$ cat src/rtl/ctl_round.sv
// ctl_round: round/duck sequencer for the duck-hunt game.
// One FSM walks each round through GAP -> LAUNCH -> FLY -> RESOLVE per duck,
// then holds a ROUND_END banner and either advances the round or ends the game.
// A single frame counter times every wait and is cleared on each state change.
module ctl_round #(
    parameter int DUCKS_PER_ROUND = 10,
    parameter int PASS_HITS       = 6,
    parameter int MAX_ROUND       = 9,
    parameter int GAP_FRAMES      = 60,
    parameter int FLY_FRAMES      = 300,
    parameter int RESOLVE_FRAMES  = 120,
    parameter int END_FRAMES      = 90
) (
    input  logic       clk,
    input  logic       rst,
    input  logic       new_frame,
    input  logic       game_start,
    input  logic       pause,
    input  logic       hit,
    input  logic       duck_show,
    output logic       duck_launch,
    output logic       duck_escape,
    output logic [3:0] round,
    output logic [3:0] duck_idx,
    output logic [3:0] hits_in_round,
    output logic       round_end,
    output logic       game_over,
    output logic       game_won
);

    typedef enum logic [2:0] {
        IDLE, GAP, LAUNCH, FLY, RESOLVE, ROUND_END, GAME_OVER
    } state_t;

    // A K-frame wait completes on the K-th counted frame, i.e. when the
    // counter already holds K-1 and another unpaused frame arrives.
    localparam logic [9:0] GAP_LAST  = 10'(GAP_FRAMES - 1);
    localparam logic [9:0] FLY_LAST  = 10'(FLY_FRAMES - 1);
    localparam logic [9:0] RES_LAST  = 10'(RESOLVE_FRAMES - 1);
    localparam logic [9:0] END_LAST  = 10'(END_FRAMES - 1);
    localparam logic [3:0] LAST_DUCK = 4'(DUCKS_PER_ROUND - 1);
    localparam logic [3:0] PASS      = 4'(PASS_HITS);
    localparam logic [3:0] LAST_RND  = 4'(MAX_ROUND);

    state_t     state;
    logic [9:0] cnt;
    logic       tick;
    logic       gap_done, fly_done, res_done, end_done;
    logic       shot;

    assign tick     = new_frame & ~pause;
    assign gap_done = tick && (cnt == GAP_LAST);
    assign fly_done = tick && (cnt == FLY_LAST);
    assign res_done = tick && (cnt == RES_LAST);
    assign end_done = tick && (cnt == END_LAST);
    // Hits only count while flying and unpaused; a hit beats a same-cycle timeout.
    assign shot     = hit & ~pause;

    // Sequencer: state, frame counter and all registered outputs.
    always_ff @(posedge clk or negedge rst) begin
        if (!rst) begin
            state         <= IDLE;
            cnt           <= 10'd0;
            round         <= 4'd1;
            duck_idx      <= 4'd0;
            hits_in_round <= 4'd0;
            duck_launch   <= 1'b0;
            duck_escape   <= 1'b0;
            round_end     <= 1'b0;
            game_over     <= 1'b0;
            game_won      <= 1'b0;
        end else if (game_start) begin
            state         <= GAP;
            cnt           <= 10'd0;
            round         <= 4'd1;
            duck_idx      <= 4'd0;
            hits_in_round <= 4'd0;
            duck_launch   <= 1'b0;
            duck_escape   <= 1'b0;
            round_end     <= 1'b0;
            game_over     <= 1'b0;
            game_won      <= 1'b0;
        end else begin
            if (tick) cnt <= cnt + 10'd1;
            case (state)
                GAP: begin
                    if (gap_done) begin
                        state       <= LAUNCH;
                        cnt         <= 10'd0;
                        duck_launch <= 1'b1;
                    end
                end
                LAUNCH: begin
                    // Leaves after one cycle regardless of pause so the pulse stays single.
                    state       <= FLY;
                    cnt         <= 10'd0;
                    duck_launch <= 1'b0;
                end
                FLY: begin
                    if (shot) begin
                        state         <= RESOLVE;
                        cnt           <= 10'd0;
                        hits_in_round <= (hits_in_round == 4'd15) ? 4'd15 : hits_in_round + 4'd1;
                    end else if (fly_done) begin
                        state       <= RESOLVE;
                        cnt         <= 10'd0;
                        duck_escape <= 1'b1;
                    end
                end
                RESOLVE: begin
                    if (!duck_show || res_done) begin
                        cnt         <= 10'd0;
                        duck_escape <= 1'b0;
                        if (duck_idx < LAST_DUCK) begin
                            state    <= GAP;
                            duck_idx <= duck_idx + 4'd1;
                        end else begin
                            state     <= ROUND_END;
                            round_end <= 1'b1;
                        end
                    end
                end
                ROUND_END: begin
                    if (end_done) begin
                        cnt       <= 10'd0;
                        round_end <= 1'b0;
                        if (hits_in_round < PASS) begin
                            state     <= GAME_OVER;
                            game_over <= 1'b1;
                            game_won  <= 1'b0;
                        end else if (round >= LAST_RND) begin
                            state     <= GAME_OVER;
                            game_over <= 1'b1;
                            game_won  <= 1'b1;
                        end else begin
                            state         <= GAP;
                            round         <= round + 4'd1;
                            duck_idx      <= 4'd0;
                            hits_in_round <= 4'd0;
                        end
                    end
                end
                default: begin
                    // IDLE and GAME_OVER wait for game_start with the counter parked.
                    cnt <= 10'd0;
                end
            endcase
        end
    end

endmodule
$ cat config.mk
export PLATFORM = sky130hd
export DESIGN_NAME = ctl_round
export DESIGN_NICKNAME = d
export VERILOG_FILES = /design/src/rtl/ctl_round.sv
export SDC_FILE = /design/constraint.sdc
export NUM_CORES = 1
export LEC_CHECK = 0
export CAP_MARGIN = 20
export CORE_MARGIN = 3
export CORE_UTILIZATION = 56
export DETAILED_ROUTE_END_ITERATION = 16
export PLACE_DENSITY = 0.83
export SLEW_MARGIN = 0
export SYNTH_ARGS = -nofsm -noshare
export SYNTH_HDL_FRONTEND = slang
export SYNTH_SLANG_ARGS = --single-unit
$ cat constraint.sdc
create_clock -name clk -period 2.05 [get_ports clk]
set_clock_uncertainty 0.1 [all_clocks]
set_input_delay 0.205 -clock clk [delete_from_list [all_inputs] [get_ports clk]]
set_output_delay 0.205 -clock clk [all_outputs]
set_load 0.005 [all_outputs]
==> impl_metrics.yaml <==
layout:
  drive_above_1_share: 0.225
  final_common_cell: "dfrtp_1"
  syn_to_final_growth_pct: 24.5
  final_nets: 259
  final_cell_mix: "dfrtp_1, clkdlybuf4s50_1, nor2_1, buf_4, nand2_1"
  n_antenna_cell: 0
sta:
  tightest_slew_ns: 0.437
  slew_headroom: 0.709
  drv_slew: 0
  max_freq_mhz: 508
  fin_crit_ns: 1.97
  whs_ns: 0.148
  setup_viol: 0
  finalHoldViolCount: 0
  post-route-period-util: 0.960
  rsz0062_at_grt: "true"
placement:
  hpwl_um: 3220
  gp_congestion: 0.899
  port_buffers: 23
synthesis:
  synth_largest_area_cell: "dfrtp_1"
  synthXorXnorAreaFrac: 0.0482
  synth_nets: 217
  synth_cell_types: 59
  synthFlopType: "dfrtp_1"
  postSynthCellCount: 201
  synthTopCellsByArea: "dfrtp_1, ha_1, nor2_1, xor2_1, nor3b_1"
  synth_enable_flop_cells: 0
  syn_area_per_cell_um2: 9.95
  synth_top_family_by_area: "simple AND/OR/NAND/NOR gates"
  synth_area_um2: 2000
  ys_seq_area_frac: 0.376
  synthAdderAreaFrac: 0.0563
  synthArstFlopShare: 1.00
  ys_ff_latch: 30
  synth_top_area_frac: 0.363
  yosys.area_share.simple: 0.277
  synth_compound_area_frac: 0.167
  synthMuxAreaShare: 0.0257
  yosysWarnings: 0
detailed_routing:
  vias_per_cell: 6.04
  routed_wl_um: 4540
  drtIter0Drc: 98
  ant_nets: 0
  post_drt_wl_per_cell_um: 15.7
  drc: 0
  dr.pass1.iters: 4
  vias: 1753
die:
  io_pins: 24
  die_area_um2: 4320
  initial_core_util: 0.590
  core_region_area_um2: 3390
  chipWidth_um: 65.8
  rows: 21
  die_h_um: 65.8
flow_run:
  max-cap-violations: 0
clock_tree:
  cts.clk_slew.worst_paths_ns: 0.10
  cts_tree: "yes"
  clk_path_buf_depth: 2
  clock_tree.root_cell: "clkbuf_4"
  insertion_delay_ns: 0.35
  numCtsBuffers: 5
  ctsHoldBuffers: 0
  cts_max_level: 2
  cts_num_sinks: 30
worst_hold_path:
  hold_class: "in -> async"
setup_path:
  r2r_slack_ns: 0.08
  cp-end-kind: "flip-flop"
  crit_path_max_fanout: 5
  r2r_cells: 6
  critPathKind: "reg -> reg"
  arrival_ns: 2.10
  worstPathRequired_ns: 2.18
  cp-start-kind: "flip-flop"
  r2r_end: "state[2]"
  r2r_start: "cnt[1]"
global_routing:
  overflow: 0
  grt_pass1_wl_um: 7530
  antenna_found_initial: 0
  grt_max_degree: 31
  groute.usage.overall: 0.233
  grt_pass1_vias: 1595
pwr:
  irDropWorstVdd_uv: 445
  finalPower_uw: 1060
  p_per_area_nw_per_um2: 426
  power_leakage_uw: 0.00104
status:
  run_status: "finished clean"
-- layout make-up --
cell class / count / area, µm²
multi-input cells: 153 / 1190
fillers: 234 / 900
flip-flops and latches: 30 / 754
repair buffers: 43 / 393
clock buffers: 8 / 58.8
well taps: 46 / 57.6
inverters: 10 / 37.5
-- sequential cells by signal, indices dropped and copies added (netlist names) --
signal / count
cnt: 10
duck_idx: 4
hits_in_round: 4
round: 4
state: 3
duck_escape: 1
duck_launch: 1
game_over: 1
game_won: 1
round_end: 1
-- critical path, stage by stage (launching register included) --
cell	delay, ns
dfrtp_1	0.43
ha_1	0.20
and4bb_2	0.26
and4_1	0.19
a211o_1	0.30
and4_1	0.19
a31o_1	0.18
-- per-layer routing --
metal,vias up,global-route usage,wire [µm]
li1,830,-,-
met1,867,0.314,2060
met2,45,0.360,2210
met3,11,0.0564,188
met4,0,0.0855,83
met5,-,0,0
-- Yosys cell counts (3+ instances only) --
master,count
dfrtp_1,29
nor2_1,21
nand2_1,12
inv_1,10
ha_1,9
nand3_1,9
a21oi_1,8
xor2_1,8
nor3b_1,7
o21ai_0,5
a41oi_1,4
and4_1,4
mux2i_1,4
nor2b_1,4
a211o_1,3
a31oi_1,3
buf_6,3
nor3_1,3
xnor2_1,3
-- timing repair --
| item | in CTS | in global routing |
|---|---|---|
| setup buffers | 0 | 3 |
| hold endpoints to repair | 0 | 0 |
| gates resized for setup | 0 | 12 |
| setup endpoints to repair | 0 | 15 |
-- metrics by stage --
stage / std cells / setup slack [ns] / TNS (ns) / utilization / instance area [µm²]
final: 290 / 0.0823 / 0 / 0.735 / 2490
after global routing: 290 / -0.0116 / -0.0172 / 0.735 / 2490
after CTS: 287 / 0.000334 / 0 / 0.715 / 2420
after detailed placement: 279 / -0.0318 / -0.0405 / 0.698 / 2360
after global placement: 279 / 0.0126 / 0 / 0.698 / 2360
after floorplan: 201 / 0.135 / 0 / - / 2000
-- logic make-up after synthesis --
logic type | after synthesis
AOI/OAI and AO/OA | 43
xor gates and xnor gates | 11
adders and majority gates | 9
buffers and inverters | 18
DFF | 30
muxes | 5
and+or+nand+nor | 85
-- power breakdown --
part / total, µW / switching, µW / leakage (µW) / internal, µW
clock: 375 / 206 / 0.0000326 / 169
combinational: 85.4 / 44.5 / 0.000602 / 40.9
sequential: 601 / 4.76 / 0.000405 / 596
-- worst max-delay path by stage --
| stage | endpoint | cells after the start | slack, ns | from |
|---|---|---|---|---|
| 4_1_cts | hits_in_round[3] | 6 | 0.0003 | round[0] |
| 5_1_grt | round[0] | 8 | -0.01 | cnt[0] |
| 3_5_place_dp | state[2] | 7 | -0.03 | pause |
| 6_report | state[2] | 6 | 0.08 | cnt[1] |
| 2_1_floorplan | hits_in_round[3] | 7 | 0.13 | round[1] |
| 3_3_place_gp | state[2] | 6 | 0.01 | pause |
No activity file was read; power rests on OpenSTA's default activity.
